File: config.mk
export PLATFORM = sky130hd
export DESIGN_NAME = fci_inv_unit
export DESIGN_NICKNAME = d
export VERILOG_FILES = /design/src/rtl/p_table_pkg.sv /design/src/rtl/fci_inv_unit.sv
export SDC_FILE = /design/constraint.sdc
export NUM_CORES = 1
export LEC_CHECK = 0
export ABC_AREA = 1
export BUFFER_PORTS_ARGS = -buffer_cell sky130_fd_sc_hd__buf_2
export CAP_MARGIN = 10
export CORE_ASPECT_RATIO = 0.75
export CORE_MARGIN = 8
export CORE_UTILIZATION = 40
export DETAILED_ROUTE_END_ITERATION = 8
export GPL_ROUTABILITY_DRIVEN = 1
export HOLD_SLACK_MARGIN = 0.1
export PLACE_DENSITY = 0.68
export SLEW_MARGIN = 20
export SYNTH_ARGS = -nofsm -noshare
export SYNTH_HDL_FRONTEND = slang
export SYNTH_SLANG_ARGS = --single-unit
export TNS_END_PERCENT = 50
File: constraint.sdc
create_clock -name clk -period 7.85 [get_ports clk]
set_input_delay 0.785 -clock clk [delete_from_list [all_inputs] [get_ports clk]]
set_output_delay 0.785 -clock clk [all_outputs]
set_load 0.02 [all_outputs]
File: src/rtl/p_table_pkg.sv
// Byte permutation used by the CS-cipher round function and its inverse.
// p_lookup(x) = rotl1(5*x + 8'h63); multiplication by an odd constant is a
// bijection mod 256, so the inverse undoes each step in reverse order
// (205 is the multiplicative inverse of 5 mod 256).
package p_table_pkg;

    function automatic logic [7:0] p_lookup(input logic [7:0] x);
        logic [7:0] y;
        y = (x * 8'd5) + 8'h63;
        return {y[6:0], y[7]};
    endfunction

    function automatic logic [7:0] p_inv_lookup(input logic [7:0] y);
        logic [7:0] r;
        r = {y[0], y[7:1]};
        r = r - 8'h63;
        return r * 8'd205;
    endfunction

endpackage

File: src/rtl/fci_inv_unit.sv
// Byte-serial inverse of the fci round function: un-transpose on capture,
// then one inverse lookup per cycle, byte 0 first.
//
// state  | meaning
// -------+--------------------------------------------------------
// S_IDLE | waiting for a word, in_ready high
// S_BUSY | processing byte cnt, eight cycles
// S_DONE | result held in res, out_valid high until taken
module fci_inv_unit (
    input  logic        clk,
    input  logic        rst_n,
    input  logic        in_valid,
    output logic        in_ready,
    input  logic [63:0] in_ci,
    input  logic [63:0] in_oword,
    output logic        out_valid,
    input  logic        out_ready,
    output logic [63:0] out_iword,
    output logic        busy
);
    import p_table_pkg::p_inv_lookup;

    typedef enum logic [1:0] {
        S_IDLE = 2'd0,
        S_BUSY = 2'd1,
        S_DONE = 2'd2
    } state_t;

    state_t      state_q, state_d;
    logic [2:0]  cnt_q, cnt_d;
    logic [63:0] ci_q, ci_d;
    logic [63:0] t_q, t_d;
    logic [63:0] res_q, res_d;
    logic [5:0]  bit_idx;

    // The forward 8x8 bit transpose is its own inverse: pure wiring.
    function automatic logic [63:0] untranspose(input logic [63:0] w);
        logic [63:0] t;
        t = '0;
        for (int a = 0; a < 8; a++) begin
            for (int b = 0; b < 8; b++) begin
                t[8*b+a] = w[8*a+b];
            end
        end
        return t;
    endfunction

    assign bit_idx = {cnt_q, 3'b000};

    // Next-state and datapath update.
    always_comb begin
        state_d = state_q;
        cnt_d   = cnt_q;
        ci_d    = ci_q;
        t_d     = t_q;
        res_d   = res_q;
        case (state_q)
            S_IDLE: begin
                if (in_valid) begin
                    ci_d    = in_ci;
                    t_d     = untranspose(in_oword);
                    res_d   = '0;
                    cnt_d   = 3'd0;
                    state_d = S_BUSY;
                end
            end
            S_BUSY: begin
                res_d[bit_idx +: 8] = p_inv_lookup(t_q[bit_idx +: 8]) ^ ci_q[bit_idx +: 8];
                if (cnt_q == 3'd7) begin
                    cnt_d   = 3'd0;
                    state_d = S_DONE;
                end else begin
                    cnt_d = cnt_q + 3'd1;
                end
            end
            S_DONE: begin
                if (out_ready) begin
                    state_d = S_IDLE;
                end
            end
            default: state_d = S_IDLE;
        endcase
    end

    // State and datapath registers; reset discards any partial result.
    always_ff @(posedge clk or negedge rst_n) begin
        if (!rst_n) begin
            state_q <= S_IDLE;
            cnt_q   <= 3'd0;
            ci_q    <= '0;
            t_q     <= '0;
            res_q   <= '0;
        end else begin
            state_q <= state_d;
            cnt_q   <= cnt_d;
            ci_q    <= ci_d;
            t_q     <= t_d;
            res_q   <= res_d;
        end
    end

    assign in_ready  = (state_q == S_IDLE);
    assign out_valid = (state_q == S_DONE);
    assign busy      = (state_q == S_BUSY) || (state_q == S_DONE);
    assign out_iword = res_q;

endmodule

==> reports/metrics.yaml, run 1 <==
status: "finished clean"
synth_compound_area_share_pct: 9.198
post_cts_buffers: 0
final_nets: 1533
firstDrtPassIters: 7
cp_common_cell: "nand2_1"
holdBufCountCts: 0
worst_r2r_path_depth: 33
clock.fmax_ghz: 0.1945
final_cells: 1691
post_cts_resize_count: 0
ios: 199
n_antenna_cell: 0
clock_skew_ns: 0.01296
top_usage_layer: "met2"
synth.mux.area_fraction_pct: 0
clk_pin_slew_ns: 0.08
antenna_found_initial: 2
maxSlewHeadroom_pct: 27.02
rows: 49
place_ws_ns: 2.713
cts_sinks: 197
die_w_um: 194.8
numCtsBuffers: 17
crit_start: "cnt_q[1]$_DFFE_PN0P_"
drc: 0
finalMaxSlewViolations: 0
tns_ns: 0
reg2reg_from: "cnt_q[1]$_DFFE_PN0P_"
max_stage_delay_ns: 0.53
path_class: "reg2reg"
critical_path_buf_inv_count: 8
numPortBuffers: 198
h-tree-depth: 4
final_hold_viol_count: 0
multi_input_comb_area_um2: 3918
critPathSlowestCell: "inv_2"
cp_top_family: "adder cells"
arrival_ns: 5.48
wl_per_cell_um: 16.32
ant_nets: 0
grtUsageMet2_pct: 28.07
drt-initial-drc-count: 891
post_dp_cell_area_um2: 10690
end_kind: "flop"
cp_data_required_time_ns: 8.19
routed_wl_um: 27600
yosys_warnings: 0
avgSynthCellArea_um2: 7.965
grt_usage_pct: 19.01
fin_crit_ns: 5.142
design_area_um2: 11270
initial_core_util_pct: 40.32
vias: 8248
nFillCells: 2379
core-area_um2: 23790
grt_max_degree: 123
synth_top_family_by_area: "simple AND/OR/NAND/NOR gates"
synth-seq-cells: 197
synthSimpleGateAreaFrac_pct: 26.09
crit_fanout: 35
met3_usage_pct: 4.668
reg2reg_to: "out_iword[63]$_DFFE_PN0P_"
cp-start-kind: "flop"
finalWorstSetupSlack_ns: 2.708
insertion_delay_ns: 0.45
die_y_um: 150.1
place.detailed.hpwl_um: 19760
grt_pass1_wl_um: 44330
drive_gt1_share_pct: 18.70
syn_to_final_growth_pct: 17.48
ctsRootBufferMaster: "clkbuf_16"
viasPerCell: 4.878
seq_area_um2: 4931
grt_pass1_vias: 8276
syn_area_um2: 9590
r2r_setup_slack_ns: 2.71
yosys.area_share.adder_pct: 4.018
grt_overflow: 0
worstMarginPinSlew_ns: 1.091
synth-xor-area-share_pct: 1.435
cts_tree: "done"
setup_violations: 0
yosysUniqueCellTypes: 36
gp_congestion: 0.8722
yosysSeqAreaShare_pct: 51.40
dieArea_um2: 29240
clockBufferDepth: 2
max-cap-violations: 0
hold_class: "in2async"
dpl.cell_count: 1659
syn_nets: 1365
use_met1_pct: 28.05
syn_inst: 1204
rsz0062_at_grt: "false"
finalCritPeriodShare_pct: 65.50
-- registers in the layout, indices dropped and copies added, names as in the netlist --
| name | count |
|---|---|
| ci_q | 64 |
| cnt_q | 3 |
| out_iword | 64 |
| state_q | 2 |
| t_q | 64 |
-- worst max path at each step --
stage | end | cells past startpoint | slack [ns]
after floorplan | out_iword[15]$_DFFE_PN0P_ | 36 | 3.53
after CTS | out_iword[63]$_DFFE_PN0P_ | 33 | 2.68
after global routing | out_iword[31]$_DFFE_PN0P_ | 33 | 2.22
after global placement | out_iword[15]$_DFFE_PN0P_ | 33 | 2.85
final | out_iword[63]$_DFFE_PN0P_ | 33 | 2.71
after detailed placement | out_iword[23]$_DFFE_PN0P_ | 33 | 2.71
-- through the flow --
| stage | hold slack [ns] | utilization [%] |
|---|---|---|
| 3_3_place_gp | 0.4575 | 44.92 |
| 5_1_grt | 0.4989 | 47.36 |
| 3_5_place_dp | 0.4641 | 44.92 |
| 4_1_cts | 0.4828 | 47.33 |
| 6_report | 0.4580 | 47.36 |
| 2_1_floorplan | 0.4436 | - |
-- cell type report --
class	instances	area share [%]
Tap cell	306	3.398
Sequential cell	197	43.76
Clock buffer	18	3.809
Inverter	110	3.709
Clock inverter	14	1.277
Multi-Input combinational cell	842	34.77
Timing Repair Buffer	204	9.273
-- worst register-to-register path, delay by kind of cell, from the launching register on --
family / cells / cell delay (ns)
simple gates: 18 / 1.54
flops: 1 / 0.36
buf+inv: 8 / 1.10
fa+ha+maj: 6 / 1.85
compound gates: 1 / 0.19
-- layout by cell type (no fill, tap or decap), types with 6 or more instances in the layout --
| cell type | instances |
|---|---|
| dfrtp_1 | 196 |
| clkbuf_16 | 17 |
| nand2_2 | 10 |
| nor2_1 | 29 |
| o21ai_0 | 127 |
| inv_1 | 104 |
| nand3_1 | 58 |
| buf_2 | 197 |
| nand2_1 | 516 |
| a21oi_1 | 21 |
| ha_1 | 26 |
| xor2_1 | 7 |
| o21ai_1 | 10 |
| buf_4 | 6 |
-- layer usage --
metal	part of all wire, %	routed length (µm)
met4	0.80	222
met3	6.3	1738
met2	42	11680
met1	51	13950
met5	0.047	13
-- cell usage after synthesis --
library cell	count	share of area, %
nand2_1	517	20
dfrtp_1	197	51
o21ai_0	128	6.7
inv_1	105	4.1
nand3_1	58	3.0
nor2_1	29	1.1
ha_1	26	3.4
clkbuf_1	24	0.94
a21oi_1	21	1.1
buf_6	9	1.1
nand2_2	9	0.59
o21ai_1	9	0.47
buf_2	8	0.42
xor2_1	8	0.73
buf_4	7	0.55
buf_1	5	0.20
nand4_1	5	0.33
nor3_1	5	0.26
a22oi_1	4	0.31
xnor2_1	4	0.37
fa_1	3	0.63
inv_2	3	0.12
a221oi_1	2	0.18
a31oi_1	2	0.13
nand3_2	2	0.21
nor2_2	2	0.13
o22ai_1	2	0.13
xor2_2	2	0.34
a32o_1	1	0.10
buf_12	1	0.21
buf_8	1	0.16
clkinv_1	1	0.039
inv_4	1	0.065
nand2_4	1	0.12
nor4_1	1	0.065
o221ai_1	1	0.091
-- cell families after synthesis --
| logic type | Yosys count |
|---|---|
| adders and majority gates | 29 |
| buffers and inverters | 165 |
| xor gates and xnor gates | 14 |
| and+or+nand+nor | 629 |
| DFF | 197 |
| AOI/OAI and AO/OA | 170 |
Power of run 1 is left out: the tool's default activity adds up to more than one toggle a clock period on the data nets, which glitch-free logic cannot reach.
==> inputs of run 2 (changes only) <==
==> constraint.sdc (replaced) <==
create_clock -name clk -period 5.4 [get_ports clk]
set_input_delay 0.54 -clock clk [delete_from_list [all_inputs] [get_ports clk]]
set_output_delay 0.54 -clock clk [all_outputs]
set_load 0.02 [all_outputs]
==> run 2 against run 1 <==
Cell area grew 0.89%; cell count grew 0.59%; hold slack lost 0.29 ns; flip-flop and latch count is the same; first-iteration DRC count shrank 33%; critical endpoint is now out_iword[23]$_DFFE_PN0P_; highest routed layer unchanged.
==> reports/metrics.yaml, run 2 (synthesis gave the netlist of run 1 again) <==
path_depth: 34
routed_wl_um: 27770
critical_path_buf_inv_count: 7
max-cap-violations: 0
place.detailed.hpwl_um: 20120
cts_sinks: 197
arrival_ns: 5.20
fin_crit_ns: 4.879
maxSlewHeadroom_pct: 29.97
cp_data_required_time_ns: 5.72
rsz0062_at_grt: "false"
die_w_um: 194.8
vias: 8305
clk_pin_slew_ns: 0.08
final_nets: 1540
final_hold_viol_count: 0
core-area_um2: 23790
reg2reg_from: "cnt_q[0]$_DFFE_PN0P_"
finalWorstSetupSlack_ns: 0.5214
reg2reg_to: "out_iword[23]$_DFFE_PN0P_"
finalMaxSlewViolations: 0
layout_common_cells: "nand2_1, buf_2, dfrtp_1"
crit_start: "cnt_q[0]$_DFFE_PN0P_"
drive_gt1_share_pct: 19.11
cts_tree: "done"
wl_per_cell_um: 16.33
drt-initial-drc-count: 594
worstMarginPinSlew_ns: 1.047
ctsRootBufferMaster: "clkbuf_16"
clock_skew_ns: 0.01076
status: "finished clean"
hold_class: "in2async"
numCtsBuffers: 17
dieArea_um2: 29240
syn_to_final_growth_pct: 18.53
numPortBuffers: 198
clock.fmax_ghz: 0.2050
rows: 49
firstDrtPassIters: 5
gp_congestion: 0.8763
die_y_um: 150.1
tns_ns: 0
crit_end: "out_iword[23]$_DFFE_PN0P_"
grt_usage_pct: 19.28
clockBufferDepth: 2
r2r_setup_slack_ns: 0.52
critPathSlowestCell: "dfrtp_2"
grt_max_degree: 113
ant_nets: 0
path_class: "reg2reg"
grt_pass1_vias: 8425
setup_violations: 0
grt_overflow: 0
place_ws_ns: 0.4311
worst_r2r_path_depth: 34
cp_common_cell: "nand2_1"
cp-start-kind: "flop"
h-tree-depth: 4
ios: 199
max_stage_delay_ns: 0.58
cp_top_family: "adder cells"
dpl.cell_count: 1666
insertion_delay_ns: 0.43
antenna_found_initial: 3
grt_pass1_wl_um: 44870
viasPerCell: 4.882
finalCritPeriodShare_pct: 90.34
layout_commonest_cell: "nand2_1"
drc: 0
holdBufCountCts: 0
initial_core_util_pct: 40.32
crit_fanout: 34
end_kind: "flop"
final_cells: 1701
-- run 2: timing repair --
item | 4_1_cts | 5_1_grt
buffers inserted | 0 | 0
endpoints found under the setup margin | 0 | 8
gates resized for setup | 0 | 2
-- run 2: area by class of cell --
cell class | instances | area, µm²
inverters | 110 | 422.9
multi-input cells | 842 | 3910
clock inverters | 13 | 162.7
fillers | 2375 | 12420
diodes | 3 | 7.507
clock buffers | 19 | 452.9
repair buffers | 211 | 1097
well taps | 306 | 382.9
flip-flops and latches | 197 | 4931
-- run 2: worst min path at each step --
| stage | slack, ns | to | cells after the start |
|---|---|---|---|
| after floorplan | 0.24 | ci_q[0]$_DFFE_PN0P_ | 0 |
| after global placement | 0.46 | ci_q[48]$_DFFE_PN0P_ | 2 |
| after detailed placement | 0.46 | ci_q[12]$_DFFE_PN0P_ | 2 |
| after CTS | 0.21 | t_q[45]$_DFFE_PN0P_ | 1 |
| after global routing | 0.23 | t_q[45]$_DFFE_PN0P_ | 1 |
| final | 0.17 | t_q[45]$_DFFE_PN0P_ | 1 |
-- run 2: worst register-to-register path, delay by kind of cell, from the launching register on --
family	cells	cell delay [ns]
compound gates	1	0.19
fa+ha+maj	6	1.90
buf+inv	7	0.58
flops	1	0.58
simple gates	20	1.50
-- run 2: per-stage QoR --
step                      hold WS [ns]  util, %  cell area (µm²)
after CTS                       0.2101    47.73            11350
final                           0.1729    47.79            11370
after detailed placement        0.4623    45.15            10740
after global routing            0.2336    47.76            11360
after floorplan                 0.2444        -             9590
after global placement          0.4569    45.15            10740
-- run 2: routing by layer --
| metal | GRT usage (%) | share of wire, % | vias up |
|---|---|---|---|
| met2 | 28.81 | 43 | 240 |
| met4 | 4.008 | 0.95 | 2 |
| met5 | 0 | 0.043 | - |
| met3 | 5.696 | 7.8 | 23 |
| met1 | 27.50 | 48 | 3910 |
| li1 | - | - | 4130 |
Power of run 2 is left out for the same reason.
==> inputs of run 3 (changes only) <==
--- a/config.mk
+++ b/config.mk
@@ -10,11 +10,11 @@
 export CAP_MARGIN = 10
 export CORE_ASPECT_RATIO = 0.75
 export CORE_MARGIN = 8
-export CORE_UTILIZATION = 40
+export CORE_UTILIZATION = 55
 export DETAILED_ROUTE_END_ITERATION = 8
 export GPL_ROUTABILITY_DRIVEN = 1
 export HOLD_SLACK_MARGIN = 0.1
-export PLACE_DENSITY = 0.68
+export PLACE_DENSITY = 0.87
 export SLEW_MARGIN = 20
 export SYNTH_ARGS = -nofsm -noshare
 export SYNTH_HDL_FRONTEND = slang
==> run 3 against run 2 <==
Die area fell by 25%; first-iteration DRC count grew 61%; sequential share of layout area grew 0.36 points; critical path type unchanged.
==> reports/metrics.yaml, run 3 (synthesis gave the netlist of run 1 again) <==
status: "finished clean"
die_y_um: 130.4
drt-initial-drc-count: 955
reg2reg_from: "cnt_q[0]$_DFFE_PN0P_"
ant_nets: 0
path_depth: 34
critPathSlowestCell: "dfrtp_2"
ios: 199
gp_congestion: 0.8487
drive_gt1_share_pct: 19.11
crit_fanout: 37
layout_common_cells: "nand2_1, buf_2, dfrtp_1"
hold_class: "in2async"
dpl.cell_count: 1575
antenna_found_initial: 1
dr_wl_met3_um: 2442
worst_r2r_path_depth: 34
grt_usage_pct: 24.20
fin_crit_ns: 4.934
cts_tree: "done"
drc: 0
vias: 8551
numPortBuffers: 198
arrival_ns: 5.27
path_class: "reg2reg"
grt_pass1_wl_um: 42160
setup_violations: 0
cp_data_required_time_ns: 5.73
cp_top_family: "adder cells"
worstMarginPinSlew_ns: 1.095
grt_pass1_vias: 8313
final_cells: 1607
routed_wl_um: 26260
firstDrtPassIters: 7
insertion_delay_ns: 0.44
h-tree-depth: 4
r2r_setup_slack_ns: 0.47
grt_overflow: 0
viasPerCell: 5.321
numCtsBuffers: 17
maxSlewHeadroom_pct: 26.73
finalCritPeriodShare_pct: 91.37
clock_skew_ns: 0.01499
max-cap-violations: 0
finalMaxSlewViolations: 0
core-area_um2: 16930
max_stage_delay_ns: 0.59
ctsRootBufferMaster: "clkbuf_16"
wl_per_cell_um: 16.34
die_w_um: 168.5
crit_start: "cnt_q[0]$_DFFE_PN0P_"
clk_pin_slew_ns: 0.08
dieArea_um2: 21960
critical_path_buf_inv_count: 7
reg2reg_to: "out_iword[31]$_DFFE_PN0P_"
end_kind: "flop"
highest_layer: "met5"
routedLengthMet1_um: 11650
clock.fmax_ghz: 0.2027
hold_slack_ns: 0.2161
grt_max_degree: 132
syn_to_final_growth_pct: 17.55
cts_sinks: 197
n_antenna_cell: 0
cp-start-kind: "flop"
rows: 41
crit_end: "out_iword[31]$_DFFE_PN0P_"
layout_commonest_cell: "nand2_1"
final_hold_viol_count: 0
place.detailed.hpwl_um: 18710
wl_met2_um: 11900
final_nets: 1540
cp_common_cell: "nand2_1"
initial_core_util_pct: 56.65
clockBufferDepth: 2
==> run 3: changes by cell type in the layout (fill, tap and decap cells not counted), sizes merged <==
| cell | previous run | this run |
|---|---|---|
| clkbuf | 20 | 18 |
| clkinvlp | 0 | 5 |
| inv | 115 | 114 |
| clkinv | 6 | 2 |
| bufinv | 2 | 4 |
| diode | 3 | 0 |
==> run 3: repair_timing <==
| item | in CTS | in global routing |
|---|---|---|
| setup endpoints to repair | 0 | 8 |
| hold buffers | 0 | 0 |
| resized for setup | 0 | 1 |
| setup buffers | 0 | 0 |
==> run 3: area by class of cell <==
| class | count | area, µm² |
|---|---|---|
| Inverter | 110 | 422.9 |
| Fill cell | 1422 | 5655 |
| Multi-Input combinational cell | 842 | 3910 |
| Timing Repair Buffer | 211 | 1097 |
| Sequential cell | 197 | 4931 |
| Tap cell | 215 | 269.0 |
| Clock buffer | 17 | 425.4 |
| Clock inverter | 15 | 217.7 |
==> run 3: per-layer routing <==
layer | global-route usage (%) | vias up
li1 | - | 4124
met3 | 7.483 | 27
met2 | 36.96 | 358
met1 | 33.58 | 4040
met5 | 0 | -
met4 | 5.236 | 2
==> run 3: worst min-delay path by stage <==
stage	startpoint	end	slack, ns	depth (start not counted)
after floorplan	rst_n	ci_q[0]$_DFFE_PN0P_	0.24	0
after global placement	ci_q[36]$_DFFE_PN0P_	ci_q[36]$_DFFE_PN0P_	0.46	2
after detailed placement	t_q[32]$_DFFE_PN0P_	t_q[32]$_DFFE_PN0P_	0.47	2
after CTS	rst_n	t_q[44]$_DFFE_PN0P_	0.26	1
after global routing	in_ci[25]	ci_q[25]$_DFFE_PN0P_	0.27	3
final	rst_n	t_q[44]$_DFFE_PN0P_	0.22	1
==> run 3: metrics by stage <==
step | area, µm² | worst slack, ns | util (%) | setup TNS (ns)
after global routing | 11270 | -0.001302 | 66.59 | -0.001302
after floorplan | 9590 | 1.080 | - | 0
after global placement | 10630 | 0.5724 | 62.76 | 0
after detailed placement | 10630 | 0.3856 | 62.76 | 0
final | 11270 | 0.4662 | 66.59 | 0
after CTS | 11270 | 0.3834 | 66.56 | 0
Power of run 3 is left out for the same reason.
